[config.mk]
export PLATFORM = sky130hd
export DESIGN_NAME = ieee_log_result_buffer
export DESIGN_NICKNAME = d
export VERILOG_FILES = /design/src/rtl/ieee_log_result_buffer.sv
export SDC_FILE = /design/constraint.sdc
export NUM_CORES = 1
export LEC_CHECK = 0
export ABC_AREA = 1
export ABC_CLOCK_PERIOD_IN_PS = 2800
export CAP_MARGIN = 20
export CORE_ASPECT_RATIO = 0.7
export CORE_MARGIN = 3
export CORE_UTILIZATION = 49
export CTS_CLUSTER_DIAMETER = 200
export CTS_CLUSTER_SIZE = 10
export DETAILED_ROUTE_END_ITERATION = 8
export PLACE_DENSITY = 0.79
export SETUP_SLACK_MARGIN = 0.02
export SLEW_MARGIN = 15
export SYNTH_ARGS = -nofsm -noshare
export SYNTH_HDL_FRONTEND = slang
export SYNTH_SLANG_ARGS = --single-unit
[constraint.sdc]
create_clock -name clk_i -period 2.8 [get_ports clk_i]
set_input_delay 0.28 -clock clk_i [delete_from_list [all_inputs] [get_ports clk_i]]
set_output_delay 0.28 -clock clk_i [all_outputs]
set_load 0.03 [all_outputs]
[src/rtl/ieee_log_result_buffer.sv]
// ieee_log_result_buffer
// Valid/ready stream wrapper around a fixed-latency IEEE 754 logarithm unit.
// Operands go straight to the log unit; a valid shift register follows each
// operand through the unit's pipeline, and the emerging result is captured
// into a circular FIFO. Upstream is throttled by a credit count so that
// every result the unit produces always has a FIFO slot waiting for it.
//
// Handshake: a transfer happens on a rising clock edge when valid and ready
// are both high in that cycle. A producer must hold valid and its data
// steady until the transfer. Ready may be raised or lowered at any time.
// in_ready_o never depends on out_ready_i.
module ieee_log_result_buffer #(
    parameter int DataWidth = 32,
    parameter int Latency   = 2,
    parameter int Depth     = 4
) (
    input  logic                         clk_i,
    input  logic                         rst_i,
    input  logic                         flush_i,
    input  logic                         in_valid_i,
    output logic                         in_ready_o,
    input  logic [DataWidth-1:0]         in_data_i,
    output logic [DataWidth-1:0]         log_operand_o,
    input  logic [DataWidth-1:0]         log_result_i,
    output logic                         out_valid_o,
    input  logic                         out_ready_i,
    output logic [DataWidth-1:0]         out_data_o,
    output logic [$clog2(Depth+1)-1:0]   count_o
);

    localparam int CntW = $clog2(Depth + 1);
    localparam int PtrW = (Depth > 1) ? $clog2(Depth) : 1;
    // Keep the tracking vector at least one bit wide so Latency=0 still elaborates.
    localparam int TrkW = (Latency > 0) ? Latency : 1;

    logic                 fire_in;
    logic                 fire_out;
    logic                 push;

    logic [TrkW-1:0]      trk_q,      trk_d;
    logic [PtrW-1:0]      wr_ptr_q,   wr_ptr_d;
    logic [PtrW-1:0]      rd_ptr_q,   rd_ptr_d;
    logic [CntW-1:0]      fifo_cnt_q, fifo_cnt_d;
    logic [CntW-1:0]      count_q,    count_d;
    logic [CntW-1:0]      inflight_d;
    logic [DataWidth-1:0] mem_q [Depth];

    // Circular pointer advance; Depth need not be a power of two.
    function automatic logic [PtrW-1:0] ptr_inc(input logic [PtrW-1:0] p);
        if (p == PtrW'(Depth - 1)) begin
            return '0;
        end
        return p + PtrW'(1);
    endfunction

    // Credit check uses registered occupancy only, so there is no path from
    // out_ready_i to in_ready_o; a pop frees its credit on the following cycle.
    assign in_ready_o    = (count_q < CntW'(Depth)) & ~flush_i;
    assign fire_in       = in_valid_i & in_ready_o;
    assign log_operand_o = in_data_i;

    assign out_valid_o   = (fifo_cnt_q != '0);
    assign out_data_o    = mem_q[rd_ptr_q];
    assign fire_out      = out_valid_o & out_ready_i;
    assign count_o       = count_q;

    // Tracking bit per pipeline stage; the last stage marks a result at the log unit output.
    generate
        if (Latency == 0) begin : g_no_pipe
            assign push  = fire_in;
            assign trk_d = '0;
        end else begin : g_pipe
            assign push  = trk_q[TrkW-1];
            assign trk_d = flush_i ? '0 : ((trk_q << 1) | TrkW'(fire_in));
        end
    endgenerate

    // FIFO pointer/count update and next-cycle occupancy (in flight + buffered).
    always_comb begin
        wr_ptr_d   = wr_ptr_q;
        rd_ptr_d   = rd_ptr_q;
        fifo_cnt_d = fifo_cnt_q;
        inflight_d = '0;

        if (flush_i) begin
            wr_ptr_d   = '0;
            rd_ptr_d   = '0;
            fifo_cnt_d = '0;
        end else begin
            if (push) begin
                wr_ptr_d = ptr_inc(wr_ptr_q);
            end
            if (fire_out) begin
                rd_ptr_d = ptr_inc(rd_ptr_q);
            end
            if (push && !fire_out) begin
                fifo_cnt_d = fifo_cnt_q + CntW'(1);
            end else if (!push && fire_out) begin
                fifo_cnt_d = fifo_cnt_q - CntW'(1);
            end
        end

        for (int i = 0; i < TrkW; i++) begin
            inflight_d = inflight_d + CntW'(trk_d[i]);
        end
        count_d = inflight_d + fifo_cnt_d;
    end

    // Control state; reset clears everything, so late results from the log unit are ignored.
    always_ff @(posedge clk_i or posedge rst_i) begin
        if (rst_i) begin
            trk_q      <= '0;
            wr_ptr_q   <= '0;
            rd_ptr_q   <= '0;
            fifo_cnt_q <= '0;
            count_q    <= '0;
        end else begin
            trk_q      <= trk_d;
            wr_ptr_q   <= wr_ptr_d;
            rd_ptr_q   <= rd_ptr_d;
            fifo_cnt_q <= fifo_cnt_d;
            count_q    <= count_d;
        end
    end

    // Result storage; contents need no reset because out_valid_o gates them.
    always_ff @(posedge clk_i) begin
        if (push) begin
            mem_q[wr_ptr_q] <= log_result_i;
        end
    end

endmodule

==> metrics <==
status=complete, no violations; Total Routing Usage GR=18.7%; combinational family with the most area after synthesis=compound AO/OA/AOI/OAI gates; Yosys top cell area share=67.5%; drt wl/cell=18.0 um; synthesized area=about 5700 um^2; CP Launch Type=flop; TritonRoute pass-1 iters=4; area of the core=between 10000 and 15000 um^2; first-pass GRT wire length=~18000 um; Synth Instances=427; CTS hold repair buffers=0; complex-gate fraction of the synthesized area=9.84%; Die H=around 96 um; diode count=0; register area share after synthesis=between 70% and 80%; largest net degree at the start of global routing=67; CTS clk-pin slew, worst paths=around 0.06 ns; Achievable Freq=377 MHz; Post-Synth XOR/XNOR Area=0%; Starting Density=roughly 51%; DRC=0; initial antenna violation count=0; Seq cells post-synth=140; Routed Antenna Nets=0; Peak VDD IR=~0.00062 V; final worst-path cycle share=between 90% and 100%; layout cell share with drive strength beyond 1=10.8%; number of global-route vias before repair=~3500; crit path max fanout=14; critical path class=flop to output port; Post-Synth Simple-Gate Area=under 10%; placed cell areas=about 6300 um^2; CTS sink count=140; worst-margin pin slew=0.697 ns; Area contributors post-synth=edfxtp_1, dfrtp_1, nor2_1, buf_4, o21ai_0; multi-input logic area=roughly 1100 um^2; Clk Latency, worst-skew pair=roughly 0.4 ns; DP Cell Count=about 600; # setup viols final=0; Ys Warns=0; Post-Route WL=around 12000 um; Clock Tree Root=clkbuf_16; vias per std cell=approximately 5.4; total gr overflow=0; mux contribution to synthesized area=0%; H-tree levels=4; Yosys top cell by area=edfxtp_1; Slew headroom=53.5%; Worst EP required=2.52 ns; register area=roughly 4100 um^2; P_leak=around 2.5 nW; GP Congestion=approximately 0.82; RSZ-0062 raised after global routing=false; fin area=roughly 7000 um^2; fin nets=between 500 and 600; Final Max Tran Viols=0; reg2reg setup slack=0.59 ns; Syn Nets=slightly above 500; setup tns final=0 ns; Die W=~130 um; Die ar.=13000 um^2; P per Cell Area=approximately 940 nW/um^2; Bufs on Longest Clock Path=2; CTS Buf Count=17; max-capacitance violation count=0; TritonCTS clock tree=yes; adder-cell area share of the yosys netlist=under 10%; DP Wirelength=6840 um; Core Rows=32; crit end category=output port; Port Buffers=73; Critical Path AT=2.37 ns; Area Overhead vs Synth=23.0%; Hold Crit Class=primary input to async pin; fillers=roughly 780; top-level port count=between 100 and 150; fin crit period=2.65 ns; initial DRC count=300; clock skew=0.00662 ns; vias after detailed routing=3469; Finished Layout Cells=643; Final Hold Viols=0; Synth cell types=21; Synth Area per Inst=13.3 um^2
## kinds of logic (layout without fill, tap and decap cells)
kind of cell,after synthesis,in the layout
AO/OA/AOI/OAI,103,103
adder cells (fa/ha/maj),10,10
buffers and inverters,76,139
flip-flops,140,140
AND/OR/NAND/NOR,98,98
## Yosys cell counts
| cell type | count |
|---|---|
| nor3_1 | 2 |
| nand3_1 | 6 |
| ha_1 | 9 |
| nand2_1 | 17 |
| dfrtp_1 | 12 |
| nand4_1 | 2 |
| nand2_2 | 2 |
| inv_1 | 21 |
| buf_2 | 5 |
| buf_4 | 32 |
| nor2_1 | 69 |
| buf_6 | 8 |
| o22ai_1 | 32 |
| a21oi_1 | 1 |
| fa_1 | 1 |
| o21ai_1 | 22 |
| clkbuf_1 | 8 |
| edfxtp_1 | 128 |
| a211oi_1 | 2 |
| inv_2 | 2 |
| o21ai_0 | 46 |
## power by group
part	internal (W)	total [W]	switching (W)	leakage [nW]
combinational	0.000611	0.00168	0.00107	0.880
clock	0.00167	0.00252	0.000848	0.321
sequential	0.00236	0.00239	0.0000320	1.31
total	0.00464	0.00659	0.00195	2.52
## state kept, by name, indices dropped and copies added, names as in the netlist
name,count
wr_ptr_q,2
count_o,3
fifo_cnt_q,3
rd_ptr_q,2
trk_q,2
mem_q,128
## metal layers
| layer | GRT usage [%] | part of all wire (%) | vias to the layer above |
|---|---|---|---|
| met5 | 0 | 0 | - |
| li1 | - | - | 1607 |
| met3 | 6.01 | 8.8 | 31 |
| met4 | 7.80 | 1.7 | 0 |
| met1 | 24.0 | 42 | 1669 |
| met2 | 29.9 | 47 | 162 |
## per-stage QoR
| stage | power [W] | utilization [%] | hold slack, ns | worst slack (ns) |
|---|---|---|---|---|
| floorplan | 0.00357 | - | 0.145 | 0.684 |
| global placement | 0.00407 | 56.7 | 0.477 | 0.533 |
| detailed placement | 0.00410 | 56.7 | 0.494 | 0.494 |
| CTS | 0.00663 | 62.7 | 0.177 | 0.0318 |
| global route | 0.00685 | 62.7 | 0.215 | 0.0243 |
| finish | 0.00659 | 62.7 | 0.164 | 0.151 |
## what timing repair did
| item | 4_1_cts | 5_1_grt |
|---|---|---|
| buffers inserted | 0 | 0 |
| endpoints found under the setup margin | 0 | 20 |
| gates resized for setup | 0 | 2 |
| endpoints found under the hold margin | 0 | 0 |
## worst paths after layout
check / start / cells past startpoint / endpoint
worst max-delay path: rd_ptr_q[0] / 5 / out_data_o[18]
worst min-delay path: rst_i / 2 / count_o[0]
worst max register to register: fifo_cnt_q[0] / 15 / count_o[2]
worst min register to register: trk_q[0] / 2 / trk_q[1]
max in group asynchronous: rst_i / 2 / rd_ptr_q[0]
min in group clk_i: in_valid_i / 3 / trk_q[0]
## layout make-up
cell class	instances	area share, %
sequential	140	59.2
multi-input combinational	211	15.4
timing repair buffer	84	11.8
clock inverter	15	3.48
clock buffer	17	6.07
tap	153	2.73
inverter	23	1.29
## cell usage in the layout, fill, tap and decap left out
| master | n |
|---|---|
| edfxtp_1 | 128 |
| nor2_1 | 69 |
| clkdlybuf4s50_1 | 68 |
| o21ai_0 | 46 |
| o22ai_1 | 32 |
| o21ai_1 | 22 |
| inv_1 | 20 |
| nand2_1 | 17 |
| clkbuf_16 | 17 |
| buf_4 | 13 |
| dfrtp_1 | 11 |
| ha_1 | 9 |
| nand3_1 | 6 |
| bufinv_16 | 6 |
| clkinvlp_4 | 3 |
| inv_2 | 2 |
| nand2_2 | 2 |
| nor3_1 | 2 |
| a211oi_1 | 2 |
| nand4_1 | 2 |
| inv_6 | 2 |
| clkinv_2 | 2 |
| clkinv_4 | 2 |
| buf_12 | 2 |
| a21oi_1 | 1 |
| fa_1 | 1 |
| clkinv_1 | 1 |
| buf_6 | 1 |
| dfrtp_2 | 1 |
## worst max-delay path, stage by stage (launching register included)
cell and delay (ns):
dfrtp_2 0.41, inv_2 0.23, buf_4 0.27, nor2_1 0.07
o22ai_1 0.24, clkdlybuf4s50_1 0.73
Power figures use the tool's default switching activity.
